<file path="src/rtl/glitch_sweep_ctrl_pkg.sv">
// rtl/glitch_sweep_ctrl_pkg.sv - shared states, frame layout and frame helpers
package glitch_pkg;

  typedef enum logic [2:0] {IDLE, CLR, SHIFT, RSTT, RUN, STEP, DONE} state_e;

  // Field layout must match the glitch stage's frame decode.
  localparam int FRAME_W    = 16;
  localparam int GSTART_LSB = 0;
  localparam int GSTOP_LSB  = 4;
  localparam int CLKCNT_LSB = 8;
  localparam int EN_BIT     = 15;

  function automatic logic [3:0] calc_gstop(input logic [3:0] gstart, input logic [3:0] gwidth);
    logic [4:0] sum;
    sum = {1'b0, gstart} + {1'b0, gwidth};
    return sum[4] ? 4'hF : sum[3:0];
  endfunction

  function automatic logic [FRAME_W-1:0] build_frame(input logic [6:0] clkcnt,
                                                     input logic [3:0] gstop,
                                                     input logic [3:0] gstart);
    logic [FRAME_W-1:0] f;
    f = '0;
    f[EN_BIT]           = 1'b1;
    f[CLKCNT_LSB +: 7]  = clkcnt;
    f[GSTOP_LSB +: 4]   = gstop;
    f[GSTART_LSB +: 4]  = gstart;
    return f;
  endfunction

endpackage

</file>
<file path="src/rtl/glitch_sweep_ctrl_if.sv">
// rtl/glitch_sweep_ctrl_if.sv - sweep control, SPI and target-reset signal bundle
interface glitch_sweep_ctrl_if;
  logic       start;
  logic       stop;
  logic [6:0] clkcnt_min;
  logic [6:0] clkcnt_max;
  logic [3:0] gstart_min;
  logic [3:0] gstart_max;
  logic [3:0] gwidth;
  logic       tgt_ok;
  logic       SPI_NRST;
  logic       SPI_SCK;
  logic       SPI_SDI;
  logic       TGT_NRST;
  logic       busy;
  logic       done;
  logic       hit;
  logic [6:0] cur_clkcnt;
  logic [3:0] cur_gstart;

  modport master (
    output start, stop, clkcnt_min, clkcnt_max, gstart_min, gstart_max, gwidth, tgt_ok,
    input  SPI_NRST, SPI_SCK, SPI_SDI, TGT_NRST, busy, done, hit, cur_clkcnt, cur_gstart
  );

  modport slave (
    input  start, stop, clkcnt_min, clkcnt_max, gstart_min, gstart_max, gwidth, tgt_ok,
    output SPI_NRST, SPI_SCK, SPI_SDI, TGT_NRST, busy, done, hit, cur_clkcnt, cur_gstart
  );
endinterface

</file>
<file path="src/rtl/glitch_sweep_ctrl_spi_tx.sv">
// rtl/glitch_sweep_ctrl_spi_tx.sv - MSB-first bit-banged frame shifter with SCK divider
module spi_frame_tx
  import glitch_pkg::*;
#(
  parameter int SCK_DIV = 4
) (
  input  logic               clk_i,
  input  logic               rst_i,
  input  logic               clr_i,
  input  logic               load_i,
  input  logic [FRAME_W-1:0] frame_i,
  output logic               busy_o,
  output logic               last_o,
  output logic               sck_o,
  output logic               sdi_o
);

  localparam int DW = (SCK_DIV > 1) ? $clog2(SCK_DIV) : 1;

  logic               busy_q;
  logic               high_q;
  logic [3:0]         bit_idx_q;
  logic [DW-1:0]      div_q;
  logic [FRAME_W-1:0] sr_q;
  logic               sck_q;
  logic               sdi_q;
  logic               div_end;

  assign div_end = (div_q == DW'(SCK_DIV - 1));
  assign last_o  = busy_q & high_q & (bit_idx_q == 4'd0) & div_end;
  assign busy_o  = busy_q;
  assign sck_o   = sck_q;
  assign sdi_o   = sdi_q;

  always_ff @(posedge clk_i) begin
    if (rst_i || clr_i) begin
      busy_q    <= 1'b0;
      high_q    <= 1'b0;
      bit_idx_q <= 4'd0;
      div_q     <= '0;
      sr_q      <= '0;
      sck_q     <= 1'b0;
      sdi_q     <= 1'b0;
    end else if (load_i) begin
      busy_q    <= 1'b1;
      high_q    <= 1'b0;
      bit_idx_q <= 4'd15;
      div_q     <= '0;
      sr_q      <= frame_i;
      sck_q     <= 1'b0;
      sdi_q     <= frame_i[FRAME_W-1];
    end else if (busy_q) begin
      if (!div_end) begin
        div_q <= div_q + 1'b1;
      end else begin
        div_q <= '0;
        if (!high_q) begin
          high_q <= 1'b1;
          sck_q  <= 1'b1;
        end else if (bit_idx_q == 4'd0) begin
          // Line parks low once the final high phase ends.
          busy_q <= 1'b0;
          high_q <= 1'b0;
          sck_q  <= 1'b0;
          sdi_q  <= 1'b0;
        end else begin
          bit_idx_q <= bit_idx_q - 1'b1;
          high_q    <= 1'b0;
          sck_q     <= 1'b0;
          sr_q      <= {sr_q[FRAME_W-2:0], 1'b0};
          sdi_q     <= sr_q[FRAME_W-2];
        end
      end
    end
  end

endmodule

</file>
<file path="src/rtl/glitch_sweep_ctrl.sv">
// rtl/glitch_sweep_ctrl.sv - glitch parameter sweep sequencer: config frame, target reset, verdict
module glitch_sweep_ctrl #(
  parameter int SCK_DIV    = 4,
  parameter int RST_HOLD   = 64,
  parameter int RUN_W      = 20,
  parameter int RUN_CYCLES = 500000
) (
  input logic                MCLK,
  input logic                RST,
  glitch_sweep_ctrl_if.slave bus
);
  import glitch_pkg::*;

  localparam logic [RUN_W-1:0] HOLD_LAST = RUN_W'(RST_HOLD - 1);
  localparam logic [RUN_W-1:0] RUN_LAST  = RUN_W'(RUN_CYCLES - 1);

  state_e             state_q, state_d;
  logic [RUN_W-1:0]   cnt_q, cnt_d;
  logic [6:0]         cmin_q, cmin_d, cmax_q, cmax_d, cur_c_q, cur_c_d;
  logic [3:0]         gmin_q, gmin_d, gmax_q, gmax_d, gw_q, gw_d, cur_g_q, cur_g_d;
  logic               hit_q, hit_d;
  logic               spi_nrst_q, spi_nrst_d, tgt_nrst_q, tgt_nrst_d;
  logic               busy_q, busy_d, done_q, done_d;
  logic               tx_load, tx_clr, tx_busy, tx_last, tx_sck, tx_sdi;
  logic [FRAME_W-1:0] frame;

  assign frame = build_frame(cur_c_q, calc_gstop(cur_g_q, gw_q), cur_g_q);

  spi_frame_tx #(.SCK_DIV(SCK_DIV)) u_tx (
    .clk_i  (MCLK),
    .rst_i  (RST),
    .clr_i  (tx_clr),
    .load_i (tx_load),
    .frame_i(frame),
    .busy_o (tx_busy),
    .last_o (tx_last),
    .sck_o  (tx_sck),
    .sdi_o  (tx_sdi)
  );

  always_comb begin
    state_d = state_q;
    cnt_d   = cnt_q;
    cmin_d  = cmin_q;
    cmax_d  = cmax_q;
    gmin_d  = gmin_q;
    gmax_d  = gmax_q;
    gw_d    = gw_q;
    cur_c_d = cur_c_q;
    cur_g_d = cur_g_q;
    hit_d   = hit_q;
    tx_load = 1'b0;
    tx_clr  = 1'b0;
    case (state_q)
      IDLE, DONE: begin
        if (bus.start && !bus.stop) begin
          cmin_d  = bus.clkcnt_min;
          cmax_d  = bus.clkcnt_max;
          gmin_d  = bus.gstart_min;
          gmax_d  = bus.gstart_max;
          gw_d    = bus.gwidth;
          cur_c_d = bus.clkcnt_min;
          cur_g_d = bus.gstart_min;
          hit_d   = 1'b0;
          cnt_d   = '0;
          state_d = CLR;
        end
      end
      CLR: begin
        if (cnt_q == RUN_W'(1)) begin
          cnt_d   = '0;
          tx_load = 1'b1;
          state_d = SHIFT;
        end else begin
          cnt_d = cnt_q + 1'b1;
        end
      end
      SHIFT: begin
        if (tx_last || !tx_busy) begin
          cnt_d   = '0;
          state_d = RSTT;
        end
      end
      RSTT: begin
        if (cnt_q == HOLD_LAST) begin
          cnt_d   = '0;
          state_d = RUN;
        end else begin
          cnt_d = cnt_q + 1'b1;
        end
      end
      RUN: begin
        if (cnt_q == RUN_LAST) begin
          cnt_d = '0;
          if (bus.tgt_ok) begin
            hit_d   = 1'b1;
            state_d = DONE;
          end else begin
            state_d = STEP;
          end
        end else begin
          cnt_d = cnt_q + 1'b1;
        end
      end
      STEP: begin
        // Inverted ranges fall out naturally: min > max never increments.
        state_d = CLR;
        cnt_d   = '0;
        if (cur_g_q < gmax_q) begin
          cur_g_d = cur_g_q + 4'd1;
        end else begin
          cur_g_d = gmin_q;
          if (cur_c_q < cmax_q) begin
            cur_c_d = cur_c_q + 7'd1;
          end else begin
            hit_d   = 1'b0;
            state_d = DONE;
          end
        end
      end
      default: state_d = IDLE;
    endcase

    if (bus.stop && state_q != IDLE) begin
      state_d = IDLE;
      cnt_d   = '0;
      cur_c_d = cur_c_q;
      cur_g_d = cur_g_q;
      hit_d   = hit_q;
      tx_load = 1'b0;
      tx_clr  = 1'b1;
    end

    spi_nrst_d = !(state_d inside {IDLE, CLR});
    tgt_nrst_d = state_d inside {RUN, STEP, DONE};
    busy_d     = !(state_d inside {IDLE, DONE});
    done_d     = (state_d == DONE);
  end

  always_ff @(posedge MCLK) begin
    if (RST) begin
      state_q    <= IDLE;
      cnt_q      <= '0;
      cmin_q     <= '0;
      cmax_q     <= '0;
      gmin_q     <= '0;
      gmax_q     <= '0;
      gw_q       <= '0;
      cur_c_q    <= '0;
      cur_g_q    <= '0;
      hit_q      <= 1'b0;
      spi_nrst_q <= 1'b0;
      tgt_nrst_q <= 1'b0;
      busy_q     <= 1'b0;
      done_q     <= 1'b0;
    end else begin
      state_q    <= state_d;
      cnt_q      <= cnt_d;
      cmin_q     <= cmin_d;
      cmax_q     <= cmax_d;
      gmin_q     <= gmin_d;
      gmax_q     <= gmax_d;
      gw_q       <= gw_d;
      cur_c_q    <= cur_c_d;
      cur_g_q    <= cur_g_d;
      hit_q      <= hit_d;
      spi_nrst_q <= spi_nrst_d;
      tgt_nrst_q <= tgt_nrst_d;
      busy_q     <= busy_d;
      done_q     <= done_d;
    end
  end

  assign bus.SPI_NRST   = spi_nrst_q;
  assign bus.SPI_SCK    = tx_sck;
  assign bus.SPI_SDI    = tx_sdi;
  assign bus.TGT_NRST   = tgt_nrst_q;
  assign bus.busy       = busy_q;
  assign bus.done       = done_q;
  assign bus.hit        = hit_q;
  assign bus.cur_clkcnt = cur_c_q;
  assign bus.cur_gstart = cur_g_q;

endmodule

</file>
<file path="src/flat_wrapper.sv">
// flat-port wrapper written by rule: the top's interface ports become plain ports
module glitch_sweep_ctrl_flat import glitch_pkg::*;
#(
  parameter int SCK_DIV    = 4,
  parameter int RST_HOLD   = 64,
  parameter int RUN_W      = 20,
  parameter int RUN_CYCLES = 500000
)
  (MCLK, RST, bus_start, bus_stop, bus_clkcnt_min, bus_clkcnt_max, bus_gstart_min, bus_gstart_max, bus_gwidth, bus_tgt_ok, bus_SPI_NRST, bus_SPI_SCK, bus_SPI_SDI, bus_TGT_NRST, bus_busy, bus_done, bus_hit, bus_cur_clkcnt, bus_cur_gstart);
  glitch_sweep_ctrl_if bus_i ();
  input logic MCLK;
  input logic RST;
  input wire logic [$bits(bus_i.start)-1:0] bus_start;
  input wire logic [$bits(bus_i.stop)-1:0] bus_stop;
  input wire logic [$bits(bus_i.clkcnt_min)-1:0] bus_clkcnt_min;
  input wire logic [$bits(bus_i.clkcnt_max)-1:0] bus_clkcnt_max;
  input wire logic [$bits(bus_i.gstart_min)-1:0] bus_gstart_min;
  input wire logic [$bits(bus_i.gstart_max)-1:0] bus_gstart_max;
  input wire logic [$bits(bus_i.gwidth)-1:0] bus_gwidth;
  input wire logic [$bits(bus_i.tgt_ok)-1:0] bus_tgt_ok;
  output wire logic [$bits(bus_i.SPI_NRST)-1:0] bus_SPI_NRST;
  output wire logic [$bits(bus_i.SPI_SCK)-1:0] bus_SPI_SCK;
  output wire logic [$bits(bus_i.SPI_SDI)-1:0] bus_SPI_SDI;
  output wire logic [$bits(bus_i.TGT_NRST)-1:0] bus_TGT_NRST;
  output wire logic [$bits(bus_i.busy)-1:0] bus_busy;
  output wire logic [$bits(bus_i.done)-1:0] bus_done;
  output wire logic [$bits(bus_i.hit)-1:0] bus_hit;
  output wire logic [$bits(bus_i.cur_clkcnt)-1:0] bus_cur_clkcnt;
  output wire logic [$bits(bus_i.cur_gstart)-1:0] bus_cur_gstart;
  assign bus_i.start = bus_start;
  assign bus_i.stop = bus_stop;
  assign bus_i.clkcnt_min = bus_clkcnt_min;
  assign bus_i.clkcnt_max = bus_clkcnt_max;
  assign bus_i.gstart_min = bus_gstart_min;
  assign bus_i.gstart_max = bus_gstart_max;
  assign bus_i.gwidth = bus_gwidth;
  assign bus_i.tgt_ok = bus_tgt_ok;
  assign bus_SPI_NRST = bus_i.SPI_NRST;
  assign bus_SPI_SCK = bus_i.SPI_SCK;
  assign bus_SPI_SDI = bus_i.SPI_SDI;
  assign bus_TGT_NRST = bus_i.TGT_NRST;
  assign bus_busy = bus_i.busy;
  assign bus_done = bus_i.done;
  assign bus_hit = bus_i.hit;
  assign bus_cur_clkcnt = bus_i.cur_clkcnt;
  assign bus_cur_gstart = bus_i.cur_gstart;
  glitch_sweep_ctrl #(.SCK_DIV(SCK_DIV), .RST_HOLD(RST_HOLD), .RUN_W(RUN_W), .RUN_CYCLES(RUN_CYCLES)) u_core (.MCLK(MCLK), .RST(RST), .bus(bus_i));
endmodule
</file>
<file path="config.mk">
export PLATFORM = sky130hd
export DESIGN_NAME = glitch_sweep_ctrl_flat
export DESIGN_NICKNAME = d
export VERILOG_FILES = /design/src/rtl/glitch_sweep_ctrl_pkg.sv /design/src/rtl/glitch_sweep_ctrl_if.sv /design/src/rtl/glitch_sweep_ctrl_spi_tx.sv /design/src/rtl/glitch_sweep_ctrl.sv /design/src/flat_wrapper.sv
export SDC_FILE = /design/constraint.sdc
export NUM_CORES = 1
export LEC_CHECK = 0
export CAP_MARGIN = 0
export CELL_PAD_IN_SITES_DETAIL_PLACEMENT = 1
export CELL_PAD_IN_SITES_GLOBAL_PLACEMENT = 1
export CORE_UTILIZATION = 42
export CTS_CLUSTER_DIAMETER = 50
export DETAILED_ROUTE_END_ITERATION = 8
export PLACE_DENSITY = 0.76
export SLEW_MARGIN = 20
export SYNTH_ARGS = -nofsm -noshare
export SYNTH_HDL_FRONTEND = slang
export SYNTH_HIERARCHICAL = 1
export SYNTH_SLANG_ARGS = --single-unit
</file>
<file path="constraint.sdc">
create_clock -name MCLK -period 5.2 [get_ports MCLK]
set_input_delay 1.04 -clock MCLK [delete_from_list [all_inputs] [get_ports MCLK]]
set_output_delay 1.04 -clock MCLK [all_outputs]
set_load 0.01 [all_outputs]
</file>
# Yosys cells after proc, flatten, opt, wreduce, memory -nomap -nowiden
# Index checks and enable logic that the tools add are counted.
[op_classes]
n_mux = 56
n_eq_ne = 22
n_bitwise = 4
reduce_logical = 32
order_cmp = 2
n_addsub = 6
[ops]
columns = ["operator", "count"]
rows = [
  ["20-bit case mux with 6 select lines", 1],
  ["20-bit two-way mux", 5],
  ["15-bit two-way mux", 5],
  ["4-bit two-way mux", 8],
  ["3-bit two-way mux", 8],
  ["7-bit two-way mux", 3],
  ["20-bit by 1-bit adder with 20-bit output, second input constant", 1],
  ["20-bit by 1-bit == test with 1-bit output, second input constant", 1],
  ["20-bit by 19-bit == test with 1-bit output, second input constant", 1],
  ["20-bit by 6-bit == test with 1-bit output, second input constant", 1],
  ["1-bit two-way mux", 20],
  ["3-bit == test, second input constant", 6],
  ["3-bit case mux with 6 select lines", 1],
  ["7-bit case mux with 2 select lines", 1],
  ["2-bit nonzero test", 6],
  ["2-bit by 1-bit != test with 1-bit output, second input constant", 5],
  ["3-bit AND reduction", 3],
  ["3-bit nonzero test", 3],
  ["4-bit case mux with 2 select lines", 1],
  ["7-bit by 1-bit adder with 7-bit output, second input constant", 1],
  ["7-bit < comparator", 1],
  ["7-bit AND reduction", 1],
  ["3-bit by 1-bit == test with 1-bit output, second input constant", 2],
  ["3-bit by 2-bit == test with 1-bit output, second input constant", 2],
  ["other kinds (21)", 35],
]
[word_totals]
input_bits = 31
ff_bits = 82

# Longest topological paths before layout
# Gate-level depths: netlist of run 1.
[depth]
word_depth = 10
depth_mapped = 13
mapped_depth_nobuf = 10

# Cells and area by module
# The synthesis of run 1 kept the hierarchy.
[modules_own_cells]
columns = ["mod", "area_per_inst_um2", "cells_each", "instances", "seq_area_each_um2"]
rows = [
  ["glitch_sweep_ctrl", 3429.5, 438, 1, 1161.1],
  ["spi_frame_tx", 1131.1, 139, 1, 480.5],
]

# Worst setup path before layout of run 1
# No wires, ideal clock.
[synth_timing]
path_type = "register -> register"
start = "register u_core.cnt_q[13]"
end = "register u_core.u_tx.sr_q[11]"
setup_time_ps = 137
path_slack_ps = 2677
path_buffers = 1
path_stages_with_launch = 10
t_arrival_ps = 2386
path_cell_list = "dfxtp_1 > or4_1 > or4_4 > nor2_2 > nand3_1 > nor4_1 > inv_1 > clkbuf_1 > o21ai_0 > a31oi_1"
[synth_via]
elab_chain_cells = 6
[synth_rtl]
columns = ["element", "line", "text"]
rows = [
  ["start, declared", "glitch_sweep_ctrl.sv:18", "logic [RUN_W-1:0] cnt_q, cnt_d;"],
  ["start signal, assigned", "glitch_sweep_ctrl.sv:158", "cnt_q <= cnt_d;"],
  ["20-bit by 1-bit == test with 1-bit output (*)", "glitch_sweep_ctrl.sv:70", "if (cnt_q == RUN_W'(1)) begin"],
  ["1-bit two-way mux (*)", "glitch_sweep_ctrl.sv:70", ""],
  ["1-bit two-way mux (*)", "glitch_sweep_ctrl.sv:54", "case (state_q)"],
  ["1-bit two-way mux (*)", "glitch_sweep_ctrl.sv:124", "if (bus.stop && state_q != IDLE) begin"],
  ["via u_core.tx_load", "glitch_sweep_ctrl.sv:24", "logic tx_load, tx_clr, tx_busy, tx_last, tx_sck, tx_sdi;"],
  ["2-bit by 1-bit != test with 1-bit output (no source line) or 2-bit nonzero test (tied branches)", "-", ""],
  ["4-bit AND reduction (no source line)", "-", ""],
  ["end signal, assigned", "glitch_sweep_ctrl_spi_tx.sv:49", "sr_q <= frame_i;"],
  ["end signal, assigned", "glitch_sweep_ctrl_spi_tx.sv:70", "sr_q <= {sr_q[FRAME_W-2:0], 1'b0};"],
  ["end, declared", "glitch_sweep_ctrl_spi_tx.sv:24", "logic [FRAME_W-1:0] sr_q;"],
]
# Mark *: on every way through the listed nets, which the timed path passes. The rest lies on a longest branch.
# A chain may end at the register's enable or synchronous reset.

# Final worst setup path of run 1
[layout_timing]
start = "input port bus_stop"
end = "register u_core.cnt_q[10]"
[layout_via]
elab_chain_cells = 4
[layout_rtl]
columns = ["element", "line", "text"]
rows = [
  ["start, declared", "flat_wrapper.sv:14", "input wire logic [$bits(bus_i.stop)-1:0] bus_stop;"],
  ["1-bit logical NOT", "glitch_sweep_ctrl.sv:56", "if (bus.start && !bus.stop) begin"],
  ["1-bit logical AND", "glitch_sweep_ctrl.sv:56", ""],
  ["2-bit by 1-bit != test with 1-bit output (no source line)", "-", ""],
  ["3-bit AND reduction (no source line)", "-", ""],
]
# Several ways; a longest one is shown, not always the timed one.

==> impl_metrics.toml, run 1 <==
[routing]
vias_per_cell = 5.68
wl_per_cell_microns = 16.7
antenna_left = 0
dr.pass1.iters = 4
totalWireLength_microns = 12400
drt-initial-drc-count = 215
vias = 4195
route.detailed.drc = 0

[place]
place.gp.congestion = 0.816
hpwl_microns = 8840
placed_cell_area_sq_mm = 0.00502
portBuffers = 48

[pwr]
p_comb_share_pct = 16.7
total_leakage_power_nw = 1.82
p_sw_share_pct = 28.2
p_int_w = 0.00100
ir_worst_vdd_mv = 0.146
p_per_area_mw_per_mm2 = 266
p_total_w = 0.00139
p_clk_share_pct = 34.7
sequentialPowerShare_pct = 48.6
p_sw_w = 0.000393

[global_route]
overflow = 0
grt_usage_pct = 23.2
grt_antenna_before_repair = 0
grt_pass1_vias = 4269
grt_pass1_wl_microns = 20900
grt_max_degree = 37

[die]
pin_count = 49
chipWidth_microns = 106
initial_core_util_pct = 43.8
die-area_sq_mm = 0.0113
rows = 37
coreArea_sq_mm = 0.0104
fp.dieH_microns = 106

[clock_network]
path_clk_slew_ns = 0.08
htreeDepth = 3
post-cts-setup-buffers = 0
ctsResizeCount = 0
clk_latency_ns = 0.36
cts_buffer_depth = 2
clkSinkCount = 82
cts_tree = "yes"
numCtsBuffers = 9
cts_root_buffer = "clkbuf_8"
cts_hold_buf = 0

[synthesis]
synthXorXnorAreaFrac_pct = 4.03
synthAdderAreaFrac_pct = 5.65
ys_seq_area_share_pct = 36.0
synth-simple-area-share_pct = 24.2
yosysTopAreaCell = "dfxtp_1"
ys_ff_latch = 82
syn_area_sq_mm = 0.00456
yosysMostFrequentCell = "dfxtp_1"
synthTopCellsByCount = "dfxtp_1 (82), nand2_1 (69), nor2_1 (45)"
syn_nets = 628
avgSynthCellArea_sq_um = 7.90
synthCells = 577
synth_top_area_share_pct = 36.0
synth_top_family_by_area = "simple AND/OR/NAND/NOR gates"
synth-compound-area-share_pct = 19.8
yosys_warnings = 6
synthFlopType = "dfxtp_1"
yosys-top-cells-area = "dfxtp_1 (36%), nand2_1 (5.7%), ha_1 (5.2%)"
ys_types = 60
synthMuxAreaShare_pct = 2.66
synth-edff-count = 0
async_flop_share_pct = 0

[worst_setup_path]
start_kind = "input port"
worstSetupPathType = "input port to flop"
worst-path-max-fanout = 14
end_kind = "flop"
critPathArrivalTime_ns = 3.77
cp.required_ns = 5.45

[sta]
max_freq_mhz = 284
maxSlewViolCount = 0
relSlewSlack_pct = 38.3
rsz0062_at_grt = "no"
hold_viol_final = 0
hold_ws_ns = 0.460
worst_slew_pin_slew_ns = 0.922
fin_crit_ns = 3.52
finalSetupViolCount = 0
period_share_pct = 67.7
finalSetupTns_ns = 0
finalClockSkew_ns = 0.0102

[run_status]
status = "finished clean"

[flow_run]
max-cap-violations = 0

[worst_hold_path]
hold_path_class = "flop to flop"

[finish]
final_nets = 649
antenna_cells = 0
area_growth_pct = 14.7
final_area_sq_mm = 0.00523
layout-drive-gt1-share_pct = 5.97
final_util_pct = 50.2
fillCellCount = 1278
area by class of cell:
| type | instances | area, sq um | share of cell area, % |
|---|---|---|---|
| inverters | 29 | 109 | 2.08 |
| well taps | 136 | 170 | 3.25 |
| clock buffers | 12 | 155 | 2.97 |
| repair buffers | 54 | 526 | 10.0 |
| flip-flops and latches | 82 | 1640 | 31.4 |
| clock inverters | 4 | 50.0 | 0.957 |
| multi-input cells | 422 | 2580 | 49.3 |
power by group through the flow:
stage                     combinational, W  clock, W  sequential, W
after global routing              0.000257  0.000520       0.000681
after floorplan                   0.000166         0       0.000679
after detailed placement          0.000232         0       0.000692
final                             0.000232  0.000484       0.000677
after CTS                         0.000234  0.000500       0.000677
after global placement            0.000224         0       0.000691
cell families after synthesis:
logic type               Yosys count
AND/OR/NAND/NOR                  223
multiplexers                      12
other                              1
XOR/XNOR                          21
flip-flops                        82
AO/OA/AOI/OAI                    145
buffers and inverters             73
adder cells (fa/ha/maj)           20
per-layer routing:
layer	global-route usage (%)	vias up	routed length (microns)
li1	-	2057	-
met1	31.3	2040	5970
met2	38.0	91	5740
met3	4.05	7	531
met4	6.35	0	129
met5	0	-	0
metrics by stage:
stage,std cells,setup slack (ns)
6_report,739,1.68
5_1_grt,739,1.41
4_1_cts,739,1.73
3_5_place_dp,723,1.37
3_3_place_gp,723,1.47
2_1_floorplan,577,2.68
path summary, 6_finish.rpt:
kind,start,to,slack (ns),cells past startpoint
worst max-delay path,bus_stop,u_core/cnt_q[10],1.68,8
worst min-delay path,u_core/cmax_q[0],u_core/cmax_q[0],0.46,2
worst max register to register,u_core/u_tx/bit_idx_q[0],u_core/cnt_q[10],1.79,11
worst min register to register,u_core/cmax_q[0],u_core/cmax_q[0],0.46,2
state kept, by name (all words and copies together), names as in the netlist, 4 cells and up:
signal	count
u_core/u_tx/sr_q	15
u_core/bus.cur_clkcnt	7
u_core/bus.cur_gstart	4
u_core/u_tx/bit_idx_q	4
u_core/cmax_q	7
u_core/gmin_q	4
u_core/cnt_q	20
u_core/gmax_q	4
u_core/gw_q	4
critical path, cell delays in order:
cell             delay [ns]
clkdlybuf4s50_1        0.65
nor3b_1                0.45
o32a_1                 0.33
and2_1                 0.23
inv_1                  0.06
o21ai_1                0.62
buf_4                  0.30
nor2_1                 0.06
cell usage in the layout (no fill, tap or decap), types with 13 or more instances in the layout:
master,count
dfxtp_1,82
nand2_1,69
clkdlybuf4s50_1,48
nor2_1,45
o21ai_0,39
a21oi_1,37
inv_1,29
nand3_1,28
a31oi_1,22
ha_1,19
xnor2_1,15
nor3_1,13
Note: power is estimated with default switching activity, not from simulation.
==> inputs of run 2 (changes only) <==
==> constraint.sdc (replaced) <==
create_clock -name MCLK -period 3.3 [get_ports MCLK]
set_input_delay 0.66 -clock MCLK [delete_from_list [all_inputs] [get_ports MCLK]]
set_output_delay 0.66 -clock MCLK [all_outputs]
set_load 0.01 [all_outputs]
==> run 2 against run 1 <==
Sequential power up 58%. Worst hold slack worse by 0.0035 ns. Critical path depth unchanged. Sequential cell count unchanged. Clock-buffer cell count down 1. First-iteration DRC count down 21%. Core utilization up 0.95 points. Sequential share of layout area down 0.58 points. Clock skew down 0.0026 ns. Wire length up 3.1%.
==> impl_metrics.toml, run 2 (synthesis results as in run 1) <==
[finish]
top_register = "u_core/cnt_q"
largest_reg_flops = 20
final_cell_mix = "dfxtp_1 (82), nand2_1 (69), clkdlybuf4s50_1 (48)"
fin_cells = 746
layout-drive-gt1-share_pct = 7.21
final_nets = 656
reg_top3 = "u_core/cnt_q: 20 flops, u_core/u_tx/sr_q: 15 flops"
area_growth_pct = 16.8
final_common_cell = "dfxtp_1"
antenna_cells = 0
final_util_pct = 51.2

[clock_network]
cts_tree = "yes"
ctsResizeCount = 0
path_clk_slew_ns = 0.08
clkSinkCount = 82
clk_latency_ns = 0.37
cts_buffer_depth = 2
htreeDepth = 3
numCtsBuffers = 9
cts_root_buffer = "clkbuf_8"
cts_hold_buf = 0
post-cts-setup-buffers = 0

[worst_setup_path]
start_kind = "flop"
cp_num_buf_inv = 1
worst-path-max-fanout = 32
endpoint = "u_core/u_tx/sr_q[9]"
r2r_slack_ns = 0.41
critPathArrivalTime_ns = 3.11
path_cells = "or4_1 > or4_4 > nor2_2 > nand3_1 > nor4_2 > inv_1 > o21ai_0 > a31oi_1"
worstSetupPathType = "flop to flop"
reg2reg_depth = 8
r2r-end = "u_core/u_tx/sr_q[9]"
regToRegStartpoint = "u_core/cnt_q[7]"
critPathMaxStageDelay_ns = 0.59
crit_family = "simple AND/OR/NAND/NOR gates"
end_kind = "flop"
setup.worst_path.start = "u_core/cnt_q[7]"
cp_slowest_cell = "or4_1"
cp.required_ns = 3.51
critical_path_depth = 8

[routing]
drt-initial-drc-count = 170
wl_per_cell_microns = 17.1
dr.pass1.iters = 4
antenna_left = 0
totalWireLength_microns = 12800
route.detailed.drc = 0
vias_per_cell = 5.67
vias = 4230

[place]
portBuffers = 48
place.gp.congestion = 0.821
hpwl_microns = 9210
placedCellCount = 730

[die]
pin_count = 49
chipWidth_microns = 106
coreArea_sq_mm = 0.0104
initial_core_util_pct = 43.8
die-area_sq_mm = 0.0113
rows = 37
fp.dieH_microns = 106

[sta]
rsz0062_at_grt = "no"
finalClockSkew_ns = 0.00754
hold_viol_final = 0
period_share_pct = 87.7
worst_slew_pin_slew_ns = 0.991
finalSetupTns_ns = 0
max_freq_mhz = 345
maxSlewViolCount = 0
relSlewSlack_pct = 33.7
fin_crit_ns = 2.89
finalSetupViolCount = 0

[pwr]
ir_worst_vdd_mv = 0.272
p_per_area_mw_per_mm2 = 444
total_leakage_power_nw = 1.88
p_total_w = 0.00237

[worst_hold_path]
hold_path_class = "flop to flop"

[global_route]
grt_usage_pct = 23.6
grt_antenna_before_repair = 0
grt_pass1_vias = 4222
grt_pass1_wl_microns = 20900
grt_max_degree = 33
overflow = 0

[flow_run]
max-cap-violations = 0

[run_status]
status = "finished clean"
==> run 2: power by group <==
part | internal, W | switching, W | total, W
Clock | 0.000541 | 0.000374 | 0.000915
Sequential | 0.00102 | 0.0000434 | 0.00107
Combinational | 0.000174 | 0.000213 | 0.000386
==> run 2: area by class of cell <==
cell class	instances	area (sq um)
Fill cell	1291	5090
Clock buffer	11	151
Clock inverter	5	100
Tap cell	136	170
Timing Repair Buffer	61	578
Multi-Input combinational cell	422	2580
Inverter	29	109
Sequential cell	82	1640
==> run 2: worst min-delay path by stage <==
stage                startpoint               end  slack (ns)  cells past startpoint
3_3_place_gp   u_core/gmin_q[1]  u_core/gmin_q[1]        0.44                      2
6_report       u_core/cmax_q[6]  u_core/cmax_q[6]        0.46                      2
3_5_place_dp   u_core/cmax_q[6]  u_core/cmax_q[6]        0.45                      2
4_1_cts        u_core/cmax_q[6]  u_core/cmax_q[6]        0.46                      2
5_1_grt        u_core/cmax_q[2]  u_core/cmax_q[2]        0.48                      2
2_1_floorplan  u_core/gmin_q[0]  u_core/gmin_q[0]        0.43                      2
==> run 2: layer usage <==
metal | up-vias | wire length, microns | track usage (%)
li1 | 2074 | - | -
met1 | 2065 | 6330 | 32.2
met2 | 69 | 5770 | 36.9
met3 | 22 | 378 | 3.37
met4 | 0 | 272 | 10.6
met5 | - | 0 | 0
==> run 2: worst reg2reg max path, delay by kind of cell, from the launching register on <==
kind	cells	cell delay, ns
compound gates	2	0.41
buf+inv	1	0.45
flops	1	0.33
simple gates	5	1.55
==> run 2: per-stage QoR <==
| step | area, sq um | hold slack, ns | worst slack [ns] |
|---|---|---|---|
| after floorplan | 4560 | 0.434 | 0.777 |
| after global placement | 5080 | 0.442 | 0.439 |
| after detailed placement | 5080 | 0.451 | 0.359 |
| after CTS | 5330 | 0.462 | 0.430 |
| after global routing | 5330 | 0.480 | 0.204 |
| final | 5330 | 0.457 | 0.406 |
